**src/rtl/count_sequencer.sv**
```systemverilog
`default_nettype none
// ============================================================================
// Module   : count_sequencer
// Brief    : Run/pause/clear sequencer with prescaled count-enable strobes and
//            a 3-bit count mirror. Optional macro COUNT_AUTO_STOP_EN adds DONE.
// Revision : 1.0 - initial release
// ============================================================================
module count_sequencer #(
    parameter int TICK_DIV = 50_000_000,
    parameter int TICK_W   = 26
) (
    input  logic       clk,
    input  logic       reset_n,
    input  logic       start_stop,
    input  logic       clear,
    output logic       count_en,
    output logic [2:0] count,
    output logic       running,
    output logic       done
);

    localparam logic [TICK_W-1:0] c_LAST = TICK_W'(TICK_DIV - 1);
    localparam logic [TICK_W-1:0] c_ONE  = TICK_W'(1);

    typedef enum logic [1:0] {
        S_IDLE  = 2'd0,
        S_RUN   = 2'd1,
        S_PAUSE = 2'd2
`ifdef COUNT_AUTO_STOP_EN
        ,
        S_DONE  = 2'd3
`endif
    } state_t;

    state_t            r_state;
    logic              r_ss_d;
    logic              r_clr_d;
    logic [TICK_W-1:0] r_presc;
    logic [2:0]        r_count;
    logic              r_count_en;
    logic              r_running;
`ifdef COUNT_AUTO_STOP_EN
    logic              r_done;
`endif

    logic w_ss_ev;
    logic w_clr_ev;
    logic w_wrap;

    assign w_ss_ev  = start_stop & ~r_ss_d;
    assign w_clr_ev = clear & ~r_clr_d;
    assign w_wrap   = (r_presc == c_LAST);

    always_ff @(posedge clk or negedge reset_n) begin
        if (!reset_n) begin
            r_state    <= S_IDLE;
            r_ss_d     <= 1'b0;
            r_clr_d    <= 1'b0;
            r_presc    <= '0;
            r_count    <= 3'd0;
            r_count_en <= 1'b0;
            r_running  <= 1'b0;
`ifdef COUNT_AUTO_STOP_EN
            r_done     <= 1'b0;
`endif
        end else begin
            r_ss_d     <= start_stop;
            r_clr_d    <= clear;
            r_count_en <= 1'b0;
            // Clear overrides every other event, including a wrap on this edge.
            if (w_clr_ev) begin
                r_state   <= S_IDLE;
                r_presc   <= '0;
                r_count   <= 3'd0;
                r_running <= 1'b0;
`ifdef COUNT_AUTO_STOP_EN
                r_done    <= 1'b0;
`endif
            end else begin
                case (r_state)
                    S_IDLE: begin
                        r_presc <= '0;
                        r_count <= 3'd0;
                        if (w_ss_ev) begin
                            r_state   <= S_RUN;
                            r_running <= 1'b1;
                        end
                    end
                    S_RUN: begin
                        if (w_wrap) begin
                            r_presc    <= '0;
                            r_count    <= r_count + 3'd1;
                            r_count_en <= 1'b1;
                        end else if (!w_ss_ev) begin
                            r_presc <= r_presc + c_ONE;
                        end
`ifdef COUNT_AUTO_STOP_EN
                        if (w_wrap && (r_count == 3'd6)) begin
                            r_state   <= S_DONE;
                            r_running <= 1'b0;
                            r_done    <= 1'b1;
                        end else
`endif
                        if (w_ss_ev) begin
                            r_state   <= S_PAUSE;
                            r_running <= 1'b0;
                        end
                    end
                    S_PAUSE: begin
                        if (w_ss_ev) begin
                            r_state   <= S_RUN;
                            r_running <= 1'b1;
                        end
                    end
`ifdef COUNT_AUTO_STOP_EN
                    S_DONE: begin
                        r_presc <= '0;
                    end
`endif
                    default: begin
                        r_state   <= S_IDLE;
                        r_presc   <= '0;
                        r_count   <= 3'd0;
                        r_running <= 1'b0;
                    end
                endcase
            end
        end
    end

    assign count_en = r_count_en;
    assign count    = r_count;
    assign running  = r_running;
`ifdef COUNT_AUTO_STOP_EN
    assign done     = r_done;
`else
    assign done     = 1'b0;
`endif

endmodule
`default_nettype wire

```
**config.mk**
```make
export PLATFORM = sky130hd
export DESIGN_NAME = count_sequencer
export DESIGN_NICKNAME = d
export VERILOG_FILES = /design/src/rtl/count_sequencer.sv
export SDC_FILE = /design/constraint.sdc
export NUM_CORES = 1
export LEC_CHECK = 0
export ABC_AREA = 1
export CORE_UTILIZATION = 60
export DETAILED_ROUTE_END_ITERATION = 6
export MAX_ROUTING_LAYER = met4
export PLACE_DENSITY_LB_ADDON = 0.3
export SETUP_SLACK_MARGIN = 0.4
export SYNTH_ARGS = -nofsm -noshare
export SYNTH_HDL_FRONTEND = slang
export SYNTH_SLANG_ARGS = --single-unit
```
**constraint.sdc**
```tcl
create_clock -name clk -period 1.9 [get_ports clk]
set_input_delay 0.38 -clock clk [delete_from_list [all_inputs] [get_ports clk]]
set_output_delay 0.38 -clock clk [all_outputs]
set_load 0.02 [all_outputs]
```
# --- Yosys cells after proc, flatten, opt, wreduce, memory -nomap -nowiden ---
# Cells that the tools add are included.
word_totals:
  ff_bits: 35
  out_inout_bits: 6
  wordCells: 44
classes:
  addsub: 2
  n_eq_ne: 8
  muxes: 18
  bitwise: 4
  reduce_logical: 5
ops:
  columns: ["operator", "count"]
  rows:
  - ["$mux 26", 3]
  - ["$pmux 26 s2", 1]
  - ["$add 26x1->26 const B", 1]
  - ["$eq 26x26->1 const B", 1]
  - ["$mux 1", 6]
  - ["$mux 2", 3]
  - ["$mux 3", 2]
  - ["$ne 3x3->1 const B", 2]
  - ["$pmux 3 s2", 1]
  - ["$reduce_and 2->1", 3]
  - ["$ne 4x4->1 const B", 1]
  - ["$pmux 2 s2", 1]
  - ["$add 3x1->3 const B", 1]
  - ["$ne 3x1->1 const B", 1]
  - ["$and 1x1->1", 2]
  - ["$eq 2x1->1 const B", 1]
  - ["$eq 2x2->1 const B", 1]
  - ["$logic_not 2->1", 1]
  - ["$ne 2x2->1 const B", 1]
  - ["$not 1->1", 2]
  - ["$pmux 1 s2", 1]
  - ["$reduce_or 2->1", 1]

# --- Depth between registers and ports, before layout ---
depth:
  ltp_word: 6
  mapped_depth: 11
  depth_no_buf: 11

# --- Least setup slack after synthesis ---
# Ideal clock, no wire load.
synth_path:
  kind: "register to register"
  from: "register r_presc[1]"
  to: "register r_presc[6]"
  setup_ns: 0.118
  arrival_time_ns: 1.400
  required_time_ns: 1.782
  path_slack_ns: 0.382
  path_stages_with_launch: 12
  n_path_buf: 1
  synth_period_minus_slack_ns: 1.518
  path_cell_list: "dfrtp_1 > ha_1 > nand3_2 > inv_2 > nand2_2 > nor2_4 > nand2_4 > nand3_4 > nand2_4 > buf_6 > nand2_1 > o21ai_2"
synth_between:
  elab_chain_cells: 5
  elab_cells_between_ends: 8
  cone_classes: "add/sub: 1; eq/ne: 2; mux: 4; reduce/logical: 1"
synth_lines:
  columns: ["item", "line_no", "source"]
  rows:
  - ["start, declared", "38", "logic [TICK_W-1:0] r_presc;"]
  - ["start signal, assigned", "95", "r_presc <= r_presc + c_ONE;"]
  - ["$add 26x1->26", "95", null]
  - ["$mux 26", "94", "end else if (!w_ss_ev) begin"]
  - ["$mux 26", "90", "if (w_wrap) begin"]
  - ["$pmux 26 s2", "80", "case (r_state)"]
  - ["$mux 26", "71", "if (w_clr_ev) begin"]
# Parallel ways exist; a longest one is shown, timed or not. The select of a mux whose other input is x is not followed.
# A chain may end at the register's enable or synchronous reset.

# --- Final worst setup path ---
layout_path:
  from: "register r_presc[20]"
  to: "register r_presc[8]"
layout_between:
  elab_chain_cells: 4
  elab_cells_between_ends: 6
  cone_classes: "eq/ne: 2; mux: 3; reduce/logical: 1"
layout_lines:
  columns: ["item", "line_no", "source"]
  rows:
  - ["$eq 26x26->1 (*)", "52", "assign w_wrap = (r_presc == c_LAST);"]
  - ["$mux 26", "90", null]
  - ["$pmux 26 s2", "80", null]
  - ["$mux 26", "71", null]
# Every way passes the cells marked *; elsewhere a longest branch is shown, timed or not.

==> results_dict.tcl <==
set metrics [dict create \
    path_cells "nand2_1 -> nor2_2 -> nand2_1 -> nor2_2 -> nand2_4 -> nand3_4 -> nand2_8 -> inv_4 -> nand2_1 -> o21ai_0" \
    synth_top_cell_area_share_pct 38.1 \
    synth.most_common_cell "nand2_1" \
    synth_cell_types 31 \
    p_sw_mw 0.518 \
    layout_min_cycle_time_ns 1.84 \
    yosysTopAreaCell "dfrtp_1" \
    remaining_drc_errors 24 \
    clkTransAtPathRegs_ns 0.08 \
    p_leak_nw 1.57 \
    crit_fanout 10 \
    area_delta_synth_final_pct 47.5 \
    p_total_mw 1.65 \
    syn-num-nets 329 \
    drt_first_iter_violations 740 \
    status "finished, violations left" \
    ir_worst_vdd_uv 594 \
    hold_class "in2async" \
    synth.yosys.seq_area_share_pct 38.1 \
    cp-start-kind "register" \
    violations "DRC" \
    setup_viol 0 \
    drtAntennaViolNets 0 \
    slew_viol_final 0 \
    synth_common_cells "95 x nand2_1, 38 x nor2_1, 35 x dfrtp_1" \
    use_met1_pct 52.0 \
    boundaryPins 10 \
    post-route-util_pct 92.5 \
    num_rows 22 \
    setup_tns_ns 0 \
    drive_above_1_share_pct 43.4 \
    portBuffers 8 \
    die_y_um 63.9 \
    dpl.cell_count 384 \
    dpl.hpwl_um 4040 \
    grt_overflow 0 \
    grt-busiest-layer "met2" \
    cp.arrival_ns 2.06 \
    critPathKind "reg2reg" \
    postSynthAreaPerCell_sq_um 7.11 \
    fmax_ghz 0.543 \
    dr.pass1.iters 7 \
    cp_slowest_stage_delay_ns 0.50 \
    cts_root_buf "clkbuf_8" \
    htreeDepth 2 \
    gp_congestion 0.948 \
    power_frac_comb_pct 19.6 \
    avgViaCountPerCell 6.81 \
    critPathCaptureType "register" \
    n_antenna_cell 0 \
    grt_max_degree 36 \
    internal_power_mw 1.13 \
    required_ns 2.12 \
    pwr-share-seq_pct 47.3 \
    cts_buffer_depth 2 \
    cts_sinks 35 \
    postPlaceCellArea_sq_mm 0.00248 \
    vias 3043 \
    synth_seq_cells 35 \
    timing.max_cap.violations 0 \
    drt-total-wl_um 10200 \
    timing_hold_violations_final 0 \
    hold_buffers 0 \
    netlist_area_sq_mm 0.00230 \
    cts_tree "yes" \
    met2_usage_pct 67.6 \
    yosysWarnings 0 \
    start_util_pct 62.7 \
    path_common_cell "nand2_1" \
    crit_slowest_cell "dfrtp_1" \
    ys.flop_type "dfrtp_1" \
    instances_no_fill 447 \
    nets 404 \
    die_area_sq_mm 0.00408 \
    synthTopCellsByArea "dfrtp_1 38%, nand2_1 16%, nor2_1 6.2%" \
    fin_area_sq_mm 0.00339 \
    core_area_sq_mm 0.00366 \
    synthArstFlopShare_pct 100 \
    grtUsageTotal_pct 44.1 \
    synth-edff-count 0 \
    p_per_area_mw_per_mm2 487 \
    clk_latency_ns 0.30 \
    numCtsBuffers 5 \
    avgRoutedWirePerCell_um 22.9 \
    grt_pass1_vias 2764 \
    clkPwrFrac_pct 33.0 \
    grt_pass1_wl_um 13200 \
    swShare_pct 31.4 \
    syn-instance-count 323 \
    die_w_um 63.9 \
    use_met3_pct 9.64 \
    antenna_found_initial 0 \
    timing.final.crit_share_pct 96.8 \
    finClkSkew_ns 0.00809 \
    rsz0062_at_grt "yes" \
]
## per-stage QoR
stage	setup slack, ns	hold WS (ns)
floorplan	0.404	0.0844
global placement	0.119	0.441
detailed placement	0.105	0.445
CTS	0.287	0.138
global route	0.00895	0.145
finish	0.0599	0.0953
## area by class of cell
type	count	area, sq um
tap	48	60.1
timing repair buffer	72	629
fill	130	275
clock inverter	1	5.00
multi-input combinational	247	1590
sequential	35	881
clock buffer	7	76.3
inverter	37	146
## cell usage in the layout, fill, tap and decap left out, types with 3 or more instances in the layout
cell type,netlist,final
nand2_1,95,73
buf_4,2,51
dfrtp_1,35,31
nor2_1,38,24
inv_1,33,23
nand2_2,7,21
nor2_4,2,19
nand3_1,23,15
nand4_1,15,15
inv_2,2,10
buf_6,2,10
nor2_2,11,9
nand2_4,3,9
o21ai_1,5,9
o21ai_0,13,8
nand3_2,1,7
nor3_1,9,6
o21ai_2,5,6
xor2_1,6,5
clkbuf_8,0,5
dlygate4sd2_1,0,5
nand3_4,2,4
dfrtp_2,0,4
inv_4,1,3
## kinds of logic (layout without fill, tap and decap cells)
kind of cell,after synthesis,after routing,synth area share [%]
AO/OA/AOI/OAI,25,25,6.38
other,1,1,0.163
buffers and inverters,42,117,7.96
XOR/XNOR,7,7,2.67
AND/OR/NAND/NOR,211,212,43.6
adder cells (fa/ha/maj),2,2,1.09
flip-flops,35,35,38.1
## metal layers
layer | routed length, um | up-vias
met4 | 1030 | 0
li1 | - | 1181
met3 | 1480 | 127
met1 | 3450 | 1376
met5 | 0 | -
met2 | 4280 | 359
## power by group through the flow
stage / Clock, mW / Sequential, mW / Combinational [mW]
2_1_floorplan: 0 / 0.804 / 0.134
3_3_place_gp: 0 / 0.793 / 0.233
3_5_place_dp: 0 / 0.794 / 0.238
4_1_cts: 0.530 / 0.780 / 0.286
5_1_grt: 0.571 / 0.782 / 0.343
6_report: 0.544 / 0.780 / 0.324
## sequential cells by signal (all words and copies together) (netlist names)
register	cells
r_presc	26
running	1
r_ss_d	1
r_clr_d	1
r_state	2
count	3
count_en	1
## worst max-delay path, delay by kind of cell (launching register included)
family / cells / cell delay [ns]
AOI/OAI and AO/OA: 1 / 0.10
buffers and inverters: 1 / 0.16
DFF: 1 / 0.50
and+or+nand+nor: 8 / 0.99
## path summary, 6_finish.rpt
check / from / endpoint / slack, ns / depth (start not counted)
setup / recovery: r_presc[20]$_DFFE_PN0P_ / r_presc[8]$_DFFE_PN0P_ / 0.06 / 10
setup reg to reg: r_presc[20]$_DFFE_PN0P_ / r_presc[8]$_DFFE_PN0P_ / 0.06 / 10
max in group asynchronous: reset_n / r_presc[14]$_DFFE_PN0P_ / 1.44 / 2
hold / removal: reset_n / r_presc[10]$_DFFE_PN0P_ / 0.1 / 2
min in group clk: clear / r_clr_d$_DFF_PN0_ / 0.26 / 1
hold reg to reg: running$_DFFE_PN0P_ / running$_DFFE_PN0P_ / 0.54 / 2
## repair_timing
| action | CTS | global route |
|---|---|---|
| setup endpoints to repair | 34 | 32 |
| gates resized for setup | 55 | 66 |
| buffers inserted | 38 | 15 |
| gates cloned | 2 | 0 |
| pin swaps | 14 | 35 |
Power figures use the tool's default switching activity.
